<file path="config.mk">
export PLATFORM = sky130hd
export DESIGN_NAME = dmem_arbiter
export DESIGN_NICKNAME = d
export VERILOG_FILES = /design/src/rtl/dmem_arbiter_pkg.sv /design/src/rtl/rr_arb2.sv /design/src/rtl/dmem_arbiter.sv
export SDC_FILE = /design/constraint.sdc
export NUM_CORES = 1
export LEC_CHECK = 0
export ABC_AREA = 0
export CORE_UTILIZATION = 25
export CTS_CLUSTER_SIZE = 12
export DETAILED_ROUTE_END_ITERATION = 16
export HOLD_SLACK_MARGIN = 0.06
export PLACE_DENSITY = 0.55
export SYNTH_ARGS = -nofsm -noshare
export SYNTH_HDL_FRONTEND = slang
export SYNTH_SLANG_ARGS = --single-unit
</file>
<file path="constraint.sdc">
create_clock -name clk -period 1.76 [get_ports clk]
set_input_delay 0.352 -clock clk [delete_from_list [all_inputs] [get_ports clk]]
set_output_delay 0.352 -clock clk [all_outputs]
set_load 0.005 [all_outputs]
</file>
<file path="src/rtl/dmem_arbiter_pkg.sv">
// dmem_arbiter_pkg: shared types and constants for the data-memory arbiter.
//   arb_state_t - sequencer states (IDLE, ACCESS, RESP)
//   PORT_MEM    - index of the pipeline MEM-stage requester
//   PORT_DBG    - index of the debug/DMA loader requester
//   WORD_SHIFT  - byte-address to word-index shift
package dmem_arbiter_pkg;

  typedef enum logic [1:0] {
    IDLE   = 2'd0,
    ACCESS = 2'd1,
    RESP   = 2'd2
  } arb_state_t;

  localparam logic PORT_MEM = 1'b0;
  localparam logic PORT_DBG = 1'b1;

  localparam int WORD_SHIFT = 2;

endpackage

</file>
<file path="src/rtl/rr_arb2.sv">
// rr_arb2: combinational two-requester arbiter.
// Ports:
//   req[1:0]   - request per port (bit index = port number)
//   last_grant - port that won the previous arbitration
//   fixed_prio - 1: port 0 wins every tie; 0: the port not granted last wins
//   grant[1:0] - one-hot grant, all-zero when nobody requests
module rr_arb2
  import dmem_arbiter_pkg::*;
(
  input  logic [1:0] req,
  input  logic       last_grant,
  input  logic       fixed_prio,
  output logic [1:0] grant
);

  // Grant selection: a lone requester always wins; ties use the priority rule.
  always_comb begin
    grant = 2'b00;
    case (req)
      2'b01: grant[PORT_MEM] = 1'b1;
      2'b10: grant[PORT_DBG] = 1'b1;
      2'b11: begin
        // last_grant == PORT_DBG means port 0 is the "other" port this time
        if (fixed_prio || (last_grant == PORT_DBG)) begin
          grant[PORT_MEM] = 1'b1;
        end else begin
          grant[PORT_DBG] = 1'b1;
        end
      end
      default: grant = 2'b00;
    endcase
  end

endmodule

</file>
<file path="src/rtl/dmem_arbiter.sv">
// dmem_arbiter: two-port arbiter/sequencer in front of a single-port data
// memory. One access at a time: IDLE arbitrates and latches the winner,
// ACCESS drives the memory strobes for one cycle, RESP returns ack/err/rdata
// to the granted port for one cycle. Misaligned or out-of-range requests skip
// ACCESS and are answered with err.
// Ports:
//   clk, reset_n                 - clock, asynchronous active-low reset
//   req*/we*/addr*/wdata*        - request channel of port 0 (MEM) and 1 (DBG)
//   ack*/err*/rdata*             - one-cycle response of each port
//   mem_read/mem_write/mem_addr/mem_wdata/mem_rdata - memory interface
//   busy                         - high while in ACCESS or RESP
module dmem_arbiter
  import dmem_arbiter_pkg::*;
#(
  parameter int MEM_WORDS  = 64,
  parameter bit FIXED_PRIO = 1'b0
) (
  input  logic        clk,
  input  logic        reset_n,
  input  logic        req0,
  input  logic        req1,
  input  logic        we0,
  input  logic        we1,
  input  logic [31:0] addr0,
  input  logic [31:0] addr1,
  input  logic [31:0] wdata0,
  input  logic [31:0] wdata1,
  output logic        ack0,
  output logic        ack1,
  output logic        err0,
  output logic        err1,
  output logic [31:0] rdata0,
  output logic [31:0] rdata1,
  output logic        mem_read,
  output logic        mem_write,
  output logic [31:0] mem_addr,
  output logic [31:0] mem_wdata,
  input  logic [31:0] mem_rdata,
  output logic        busy
);

  localparam logic [31:0] ADDR_LIMIT = 32'(MEM_WORDS * 4);

  arb_state_t  state_r;
  arb_state_t  state_next_s;
  logic        last_grant_r;
  logic        port_r;
  logic        we_r;
  logic [1:0]  grant_s;
  logic        win_port_s;
  logic        win_we_s;
  logic        win_legal_s;
  logic [31:0] win_addr_s;
  logic [31:0] win_wdata_s;

  // Word-aligned and inside the memory; anything else never reaches mem_addr.
  function automatic logic addr_legal(input logic [31:0] a);
    return (a[WORD_SHIFT-1:0] == {WORD_SHIFT{1'b0}}) && (a < ADDR_LIMIT);
  endfunction

  rr_arb2 u_rr_arb2 (
    .req        ({req1, req0}),
    .last_grant (last_grant_r),
    .fixed_prio (FIXED_PRIO),
    .grant      (grant_s)
  );

  // Winner mux: fields of the granted port and their legality.
  always_comb begin
    win_port_s  = PORT_MEM;
    win_we_s    = we0;
    win_addr_s  = addr0;
    win_wdata_s = wdata0;
    if (grant_s[PORT_DBG]) begin
      win_port_s  = PORT_DBG;
      win_we_s    = we1;
      win_addr_s  = addr1;
      win_wdata_s = wdata1;
    end else begin
      win_port_s  = PORT_MEM;
      win_we_s    = we0;
      win_addr_s  = addr0;
      win_wdata_s = wdata0;
    end
    win_legal_s = addr_legal(win_addr_s);
  end

  // Next-state logic of the IDLE/ACCESS/RESP sequencer.
  always_comb begin
    state_next_s = state_r;
    case (state_r)
      IDLE: begin
        if (grant_s != 2'b00) begin
          state_next_s = win_legal_s ? ACCESS : RESP;
        end else begin
          state_next_s = IDLE;
        end
      end
      ACCESS:  state_next_s = RESP;
      RESP:    state_next_s = IDLE;
      default: state_next_s = IDLE;
    endcase
  end

  // State register.
  always_ff @(posedge clk or negedge reset_n) begin
    if (!reset_n) begin
      state_r <= IDLE;
    end else begin
      state_r <= state_next_s;
    end
  end

  // Request latch, memory strobes and per-port responses (all registered).
  always_ff @(posedge clk or negedge reset_n) begin
    if (!reset_n) begin
      last_grant_r <= PORT_DBG;
      port_r       <= PORT_MEM;
      we_r         <= 1'b0;
      mem_read     <= 1'b0;
      mem_write    <= 1'b0;
      mem_addr     <= 32'd0;
      mem_wdata    <= 32'd0;
      ack0         <= 1'b0;
      ack1         <= 1'b0;
      err0         <= 1'b0;
      err1         <= 1'b0;
      rdata0       <= 32'd0;
      rdata1       <= 32'd0;
      busy         <= 1'b0;
    end else begin
      busy <= (state_next_s != IDLE);
      case (state_r)
        IDLE: begin
          if (grant_s != 2'b00) begin
            last_grant_r <= win_port_s;
            port_r       <= win_port_s;
            we_r         <= win_we_s;
            if (win_legal_s) begin
              mem_addr  <= win_addr_s;
              mem_wdata <= win_wdata_s;
              mem_write <= win_we_s;
              mem_read  <= ~win_we_s;
            end else begin
              // Rejected: answer next cycle, memory interface untouched.
              ack0 <= (win_port_s == PORT_MEM);
              err0 <= (win_port_s == PORT_MEM);
              ack1 <= (win_port_s == PORT_DBG);
              err1 <= (win_port_s == PORT_DBG);
            end
          end
        end
        ACCESS: begin
          // The memory commits a write / presents read data at this edge.
          mem_read  <= 1'b0;
          mem_write <= 1'b0;
          ack0      <= (port_r == PORT_MEM);
          ack1      <= (port_r == PORT_DBG);
          err0      <= 1'b0;
          err1      <= 1'b0;
          rdata0    <= ((port_r == PORT_MEM) && !we_r) ? mem_rdata : 32'd0;
          rdata1    <= ((port_r == PORT_DBG) && !we_r) ? mem_rdata : 32'd0;
        end
        RESP: begin
          ack0   <= 1'b0;
          ack1   <= 1'b0;
          err0   <= 1'b0;
          err1   <= 1'b0;
          rdata0 <= 32'd0;
          rdata1 <= 32'd0;
        end
        default: begin
          mem_read  <= 1'b0;
          mem_write <= 1'b0;
          ack0      <= 1'b0;
          ack1      <= 1'b0;
          err0      <= 1'b0;
          err1      <= 1'b0;
        end
      endcase
    end
  end

endmodule

</file>
==> results of run 1 <==
-- state kept, by name (all words and copies together), names as in the netlist, 2 cells and up --
signal and flops:
mem_addr 32, rdata1 32, rdata0 32, state_r 2
mem_wdata 32
-- power breakdown --
group / switching, mW / internal (mW) / leakage, nW
Sequential: 0.144 / 3.46 / 1.92
Clock: 1.44 / 2.32 / 0.297
Combinational: 0.831 / 1.08 / 2.51
-- area by class of cell --
class | instances | area [sq um]
repair buffers | 335 | 3470
fillers | 2421 | 13800
clock buffers | 20 | 457
clock inverters | 12 | 163
multi-input cells | 325 | 2510
flip-flops and latches | 140 | 3500
inverters | 71 | 267
well taps | 324 | 405
-- critical path, stage by stage (launching register included) --
cell	delay, ns
dfstp_2	0.53
nand2_2	0.06
nand2_4	0.10
mux2i_4	0.27
nand4_4	0.21
bufbuf_16	0.34
mux2_4	0.29
-- worst max-delay path by stage --
stage	start	endpoint	slack [ns]
final	last_grant_r	mem_wdata[27]	-0.16
after global routing	last_grant_r	mem_wdata[25]	-0.22
after CTS	last_grant_r	mem_wdata[16]	-0.14
after detailed placement	addr1[15]	mem_addr[16]	-0.59
after global placement	addr0[24]	mem_addr[17]	-0.59
after floorplan	last_grant_r	mem_addr[2]	-0.11
-- per-layer routing --
layer  wire (um)  share of wire (%)  vias up
li1            -                  -     2551
met1        8640                 43     2540
met2        9650                 48      147
met3        1190                6.0       29
met4         478                2.4        0
met5           0                  0        -
-- what timing repair did --
| action | in CTS | in global routing |
|---|---|---|
| pin swaps | 1 | 15 |
| gates resized for setup | 47 | 27 |
| buffers inserted | 5 | 3 |
| endpoints found under the hold margin | 34 | 0 |
| hold buffers | 1 | 0 |
| setup endpoints to repair | 62 | 68 |
| gates cloned | 3 | 2 |
-- cell families (layout without fill, tap and decap cells) --
logic type | count (synthesis) | in the layout | share of synthesized area (%)
multiplexers | 79 | 79 | 15.8
buffers and inverters | 108 | 438 | 6.91
adder cells (fa/ha/maj) | 3 | 3 | 0.594
AO/OA/AOI/OAI | 79 | 79 | 6.73
flip-flops | 140 | 140 | 55.5
AND/OR/NAND/NOR | 164 | 164 | 14.5
-- cell usage in the layout (no fill, tap or decap), types with 3 or more instances in the layout --
cell type	n
dlymetal6s2s_1	6
clkdlybuf4s15_1	4
a21oi_1	4
mux2i_4	3
mux2_2	52
inv_1	71
clkbuf_16	19
bufinv_16	3
nand3_1	67
clkdlybuf4s50_1	253
o21ai_0	66
and2_1	24
nor2b_1	32
dfrtp_1	139
nor4_1	3
buf_6	5
nor4_2	8
buf_4	15
nand2_1	9
clkinv_4	4
dlygate4sd2_1	36
mux2_4	24
buf_12	11
nand4_1	4
-- per-stage QoR --
stage	setup WS (ns)	cell area, sq um	power [mW]
finish	-0.165	10800	9.27
global route	-0.218	10800	9.74
CTS	-0.135	10700	9.41
detailed placement	-0.592	9910	5.60
global placement	-0.588	9910	5.60
floorplan	-0.114	6330	4.33
==> results by group, run 1 <==
Logic synthesis
  • Seq/Total Area, Yosys: a little under three fifths
  • Synth Instances: 573
  • Async set-reset flop share out of synthesis: 100%
  • Syn Nets: roughly 740
  • Yosys reg bits: 140
  • Post-synth top cells: dfrtp_1 (139), inv_1 (71), nand3_1 (68)
  • Synth area leaders: dfrtp_1 (55%), mux2_2 (9.4%), mux2_4 (5.5%)
  • Synth top area share: 55.1%
  • Syn avg cell area: approximately 11 sq um
  • Yosys cell types: 33
  • Mapped cell area: 0.00632 sq mm
  • Post-synth EDFFs: 0
  • Main synth FF type: dfrtp_1
  • YS warnings: 0
  • Top-count cell post-synth: dfrtp_1
  • Cell taking the most area after synthesis: dfrtp_1

Die
  • Initial Util: 25.7%
  • Die height: 161 um
  • Die width: 161 um
  • Die area: 0.0259 sq mm
  • Core area: around 0.025 sq mm
  • Io pins: 301
  • # rows: 57

Timing
  • Final-report hold violation count: 0
  • Slew Viols, Final: 0
  • Unrepaired setup endpoints after global routing: true
  • TNS Setup: -5.23 ns
  • Post-Route Skew: 0.0115 ns
  • Fin Hold WS: 0.411 ns
  • Max Clk Rate: between 500 and 600 MHz
  • Setup ws final: -0.165 ns
  • Period utilization: 109%
  • Finish-stage setup viols: 58
  • Relative slew margins: between 70 and 80%
  • Slew @ Worst Pin: 0.399 ns
  • Final min period: 1.92 ns

Worst setup path
  • Origin of the critical flop-to-flop path: last_grant_r
  • FF-to-FF setup slack: -0.16 ns
  • Reg2reg end: mem_wdata[27]
  • Crit path arrival time: roughly 2.2 ns
  • Worst reg2reg path depth: 6
  • Max FO, Critical Path: 8
  • Critical Path RT: 2.07 ns
  • Critical path class: reg2reg
  • Worst Setup End Kind: flop
  • Startpoint Class: flop

GRT
  • First-pass GRT wire length: 30,800 um
  • GR Overflow Total: 0
  • Pin count of the biggest net entering global routing: 55
  • Grt met2 use: 25.5%
  • Met1 global-route usage: 19.3%
  • Vias in the first global route: 5,362
  • Routing usage on met3: 4.13%
  • Initial antenna violation count: 0
  • Total GRT Usage: 15.5%
  • GRT Max-Usage Layer: met2

Placement
  • I/O Buffers: 300
  • GPL Wtd Cong: 0.746
  • Placed insts: 1,184
  • Detailed-placement wirelength estimate: 14,000 um

Finish
  • Fraction of layout cells with a size suffix above 1: a little under a fifth
  • Area Overhead vs Synth: 70.7%
  • Nets: 1,059
  • Post-Layout Cell Count: approximately 1,200
  • Antenna cells: 0
  • Finished Core Util: 44.0%

Status
  • Failing checks: setup timing
  • Status: finished, violations left

Power and ir drop
  • Peak supply drop: 0.000649 V
  • LEAKAGE: between 4 and 5 nW
  • Power Density: 860 mW/mm^2

CTS
  • Clock Pin Slew Worst Setup and Hold Paths: ~0.07 ns
  • CTS Sinks: 140
  • Htree depth: 4
  • CTS tree: yes
  • Max clock buf depth: 2
  • Worst-Skew Late Latency: approximately 0.42 ns
  • Number of buffers created by CTS: 17
  • CTS Root Cell: clkbuf_16

Route
  • Antenna Violating Nets Remaining: 0
  • WL/cell: 16.3 um
  • Vias per cell: 4.29
  • First-iteration detailed-routing DRC count: 148
  • Pre-antenna DRT Iters: 4
  • WL final: 20,000 um
  • Number of remaining DRC errors: 0
  • DR vias: roughly 5,300

Worst hold path
  • HP Class: in2async

Job
  • Max-cap viol count: 0
Note: power is estimated with default switching activity, not from simulation.
==> run 2: changes to the inputs <==
SLEW_MARGIN = 20   (was default)
==> results of run 2 <==
Final layout, timing and power as in run 1 (identical DEF).
==> run 3: changes to the inputs <==
SLEW_MARGIN = default   (was 20)
==> results of run 3 <==
Final layout, timing and power as in run 1 (identical DEF).
==> edit 1 (flow settings as in run 3) <==
Change the package constant `WORD_SHIFT` from 2 to 1.
--- a/src/rtl/dmem_arbiter_pkg.sv
+++ b/src/rtl/dmem_arbiter_pkg.sv
@@ -16,3 +16,3 @@
 
-  localparam int WORD_SHIFT = 2;
+  localparam int WORD_SHIFT = 1;
 
Function: changed (Yosys sat finds a counterexample within 4 cycles, from zero or initial values and one cycle with reset_n low).
==> edit 1 against run 3 <==
The flow still finishes with violations (setup timing). Setup slack worse by 0.28 ns. Via count up 0.21%. Synthesized area about the same. Power down 1.6%. Cell area up 1.4%. Clock skew up 0.00079 ns. Utilization up 0.60 points. Clock power down 5.9%. First-iteration DRC count up 14%. Die area about the same. Fmax down 13%. Routed wire length up 2.9%. Sequential cell count unchanged. Global-route usage up 0.29 points. Largest cell class is now non-clock buffers. Largest power group is now sequential cells.
==> edit 1: results (changes against run 3) <==
| Metric | Value |
|---|---|
| Final worst slack | -0.446 ns (was -0.165 ns) |
| Routed WL | 20,500 µm (was 20,000 µm) |
| Final setup viols | 65 (was 58) |
| Compound-Gate Fraction of Synth Area | 7.09% (was 6.73%) |
| Clock Skew | 0.0123 ns (was 0.0115 ns) |
| Final TNS setup | -26.21 ns (was -5.23 ns) |
| Failing checks | setup timing (unchanged) |
| Fin nets | 1,069 (was 1,059) |
| Maximum number of pins on one net before global-route repair | 47 (was 55) |
| Yosys cell types | 36 (was 33) |
| Global Route met2 Usage | 25.9% (was 25.5%) |
| 1st-iter DRT viols | 168 (was 148) |
| First-pass GRT wire length | 30,900 µm (was 30,800 µm) |
| Worst-path fanout max | 7 (was 8) |
| Dpl ws | -1.09 ns (was -0.592 ns) |
| Commonest cells in the synthesized netlist | dfrtp_1 (139), inv_1 (71), o21ai_0 (68) (was dfrtp_1 (139), inv_1 (71), nand3_1 (68)) |
| Synth Area in Adders | 0.594% (about the same) |
| Register area share after synthesis | 55.5% (about the same) |
| Routed vias/inst | 4.27 (was 4.29) |
| Worst Tran Pin Value | 0.465 ns (was 0.399 ns) |
| M1 GR Usage | 20.1% (was 19.3%) |
| GR Util met3 | 4.06% (was 4.13%) |
| Outcome | finished with violations (unchanged) |
| Routability cong. | 0.781 (was 0.746) |
| Gr usage total | 15.7% (was 15.5%) |
| Vias in the first global route | 5,312 (was 5,362) |
edit 1: metal layers:
metal,wire (µm),part of all wire (%),vias to the layer above
met2,10100,49,126
met3,974,4.7,23
li1,-,-,2577
met4,377,1.8,0
met1,9050,44,2552
met5,0,0,-
edit 1: layout make-up:
cell class	instances	area (µm²)
tap	324	405
sequential	140	3500
inverter	71	267
clock inverter	15	150
timing repair buffer	345	3620
clock buffer	17	425
multi-input combinational	325	2560
fill	2390	13600
edit 1: kinds of logic after synthesis:
logic type      count (synthesis)
flops                         140
mux                            81
simple gates                  158
fa+ha+maj                       3
buf+inv                       108
compound gates                 83
edit 1: final timing paths:
path / startpoint / cells after the start / slack [ns] / endpoint
worst min register to register: mem_addr[12] / 1 / 0.48 / mem_addr[12]
worst max-delay path: addr1[23] / 7 / -0.45 / mem_addr[4]
worst min-delay path: reset_n / 2 / 0.43 / mem_wdata[31]
max in group asynchronous: reset_n / 3 / 0.80 / mem_wdata[3]
min in group clk: mem_addr[12] / 1 / 0.48 / mem_addr[12]
worst max register to register: last_grant_r / 6 / -0.40 / mem_addr[4]
edit 1: power by group through the flow:
| stage | logic (W) | registers [W] | clock network (W) |
|---|---|---|---|
| 6_report | 0.00197 | 0.00361 | 0.00354 |
| 5_1_grt | 0.00216 | 0.00365 | 0.00381 |
| 4_1_cts | 0.00200 | 0.00361 | 0.00367 |
| 3_5_place_dp | 0.00199 | 0.00367 | 0 |
| 3_3_place_gp | 0.00199 | 0.00366 | 0 |
| 2_1_floorplan | 0.000671 | 0.00367 | 0 |
edit 1: repair_timing:
item | CTS | global route
setup buffers | 0 | 3
hold buffers | 1 | 0
setup endpoints to repair | 73 | 71
hold endpoints to repair | 37 | 0
gates cloned | 0 | 6
pin swaps | 2 | 22
gates resized for setup | 10 | 44
edit 1: critical path: stages:
cell             delay (ns)
clkdlybuf4s50_1        0.44
nor4_4                 0.22
nand4_1                0.17
mux2_4                 0.31
or3_4                  0.50
clkbuf_16              0.21
mux2_4                 0.29
edit 1: per-stage QoR:
step	std cells	utilization [%]	instance area [µm²]
2_1_floorplan	573	-	6390
3_3_place_gp	1195	40.9	10000
4_1_cts	1228	43.4	10700
5_1_grt	1237	44.5	10900
3_5_place_dp	1195	40.9	10000
6_report	1237	44.5	10900
==> edit 2 (settings of run 3) <==
Without the edit above. Reset style: synchronous (`reset_n`), changed in 2 clocked blocks. Comments in the files are not updated.
--- a/src/rtl/dmem_arbiter.sv
+++ b/src/rtl/dmem_arbiter.sv
@@ -105,3 +105,3 @@
   // State register.
-  always_ff @(posedge clk or negedge reset_n) begin
+  always_ff @(posedge clk) begin
     if (!reset_n) begin
@@ -114,3 +114,3 @@
   // Request latch, memory strobes and per-port responses (all registered).
-  always_ff @(posedge clk or negedge reset_n) begin
+  always_ff @(posedge clk) begin
     if (!reset_n) begin
Behaviour: differs if reset_n is asserted again (counterexample within 4 cycles, from zero or initial values and one cycle with reset_n low); with reset_n held inactive, the same outputs for 4 cycles.
==> edit 2 against run 3 <==
Setup slack better by 0.18 ns. First-iteration DRC count is 5.4% higher. Critical path type is now in2reg. Routed wire length is 3.5% lower. Power is 12% lower. Die area is 6.7% lower. Cell area is 3.9% lower. Sequential cell count stayed put. Synthesized area is 6.8% lower.
==> edit 2: results (changes against run 3) <==
| Metric | Value |
|---|---|
| Top cells by area, synth | dfxtp_1 (48%), nor2b_1 (14%), nand2_1 (12%) (was dfrtp_1 (55%), mux2_2 (9.4%), mux2_4 (5.5%)) |
| Fillers | 2,255 (was 2,421) |
| Commonest cells in the synthesized netlist | nand2_1 (194), dfxtp_1 (140), nor2b_1 (129) (was dfrtp_1 (139), inv_1 (71), nand3_1 (68)) |
| Wirelength per Cell | 14.4 µm (was 16.3 µm) |
| Worst EP arrival | 2.05 ns (was 2.23 ns) |
| DR top layer | met4 (unchanged) |
| Routed wl met3 | 1580 µm (was 1190 µm) |
| Layout cells sized above 1 | 8.77% (was 18.8%) |
| First-pass GRT wire length | 28,800 µm (was 30,800 µm) |
| First drt pass iteration count | 4 (unchanged) |
| Pleak | 4.60 nW (was 4.73 nW) |
| 1st-iter DRT viols | 156 (was 148) |
| HPWL Detailed | 13,500 µm (was 14,000 µm) |
| Net Count, Synth | 876 (was 742) |
| Ys async rst share | 0% (was 100%) |
| Dpl ws | -0.555 ns (was -0.592 ns) |
| Met1 WL | 8560 µm (was 8640 µm) |
| Via Count | 5,615 (was 5,267) |
| Register area share after synthesis | 47.6% (was 55.5%) |
| M1 GR Usage | 18.7% (was 19.3%) |
| Layout Cells excl Fill | 1,339 (was 1,227) |
| Fin nets | 1,182 (was 1,059) |
| Cell Area, Placed | 0.00940 mm² (was 0.00991 mm²) |
| Vias in the first global route | 5,390 (was 5,362) |
| Global Route met2 Usage | 25.2% (was 25.5%) |
| Yosys cell types | 37 (was 33) |
| Sequential power | 0.00326 W (was 0.00360 W) |
| Outcome | completed (was finished with violations) |
| Worst ir drop on vdd | 0.445 mV (was 0.649 mV) |
| Pint | 0.00622 W (was 0.00686 W) |
| Gr usage total | 15.4% (was 15.5%) |
| Setup Fix Bufs, Post-CTS | 0 (was 5) |
| Clock group power | 0.00382 W (was 0.00376 W) |
| Class of the worst hold path | in2reg (was in2async) |
| Routability cong. | 0.770 (was 0.746) |
| Worst Tran Pin Value | 0.411 ns (was 0.399 ns) |
| Met2 wire length | 8930 µm (was 9650 µm) |
| Mean Syn Cell Area | 8.33 µm² (was 11.0 µm²) |
| Clock Skew | 0.0119 ns (was 0.0115 ns) |
| GR Util met3 | 5.68% (was 4.13%) |
| Maximum number of pins on one net before global-route repair | 65 (was 55) |
| PortBufs | 300 (unchanged) |
| Clock Power Share | 47.1% (was 40.6%) |
| Post_cts resized | 2 (was 47) |
==> edit 2: cell count changes after synthesis, moves of 10 or more <==
| cell | change |
|---|---|
| a21oi_1 | +61 |
| and2_1 | -24 |
| and3_1 | +27 |
| clkbuf_1 | +10 |
| dfrtp_1 | -139 |
| dfxtp_1 | +140 |
| inv_1 | -65 |
| mux2_2 | -53 |
| mux2_4 | -23 |
| mux2i_1 | +38 |
| nand2_1 | +183 |
| nand3_1 | -66 |
| nor2b_1 | +96 |
| o21ai_0 | -61 |
==> edit 2: layout make-up <==
type	instances	area (µm²)	area share (%)
timing repair buffer	335	3530	34.1
multi-input combinational	513	2990	28.8
sequential	140	2800	27.1
clock buffer	19	433	4.18
tap	313	392	3.78
clock inverter	13	189	1.82
inverter	6	22.5	0.217
==> edit 2: final timing paths <==
| kind | startpoint | to | slack (ns) | cells after the start |
|---|---|---|---|---|
| max | addr1[13] | mem_addr[30] | 0.02 | 8 |
| min | reset_n | last_grant_r | 0.34 | 2 |
| max reg2reg | last_grant_r | mem_addr[30] | 0.09 | 7 |
| min reg2reg | mem_wdata[22] | mem_wdata[22] | 0.46 | 2 |
==> edit 2: logic make-up (layout without fill, tap and decap cells) <==
| group | after synthesis | after routing | share of synthesized area (%) |
|---|---|---|---|
| muxes | 39 | 39 | 6.63 |
| and+or+nand+nor | 383 | 383 | 32.4 |
| buffers and inverters | 54 | 373 | 3.99 |
| adders and majority gates | 3 | 3 | 0.638 |
| AOI/OAI and AO/OA | 88 | 88 | 8.69 |
| DFF | 140 | 140 | 47.6 |
==> edit 2: critical path: stages <==
cell	delay, ns
clkdlybuf4s50_1	0.40
nor4_1	0.19
nand4_1	0.26
nor3_4	0.23
o21ai_4	0.14
buf_12	0.16
clkbuf_16	0.15
and3_1	0.17
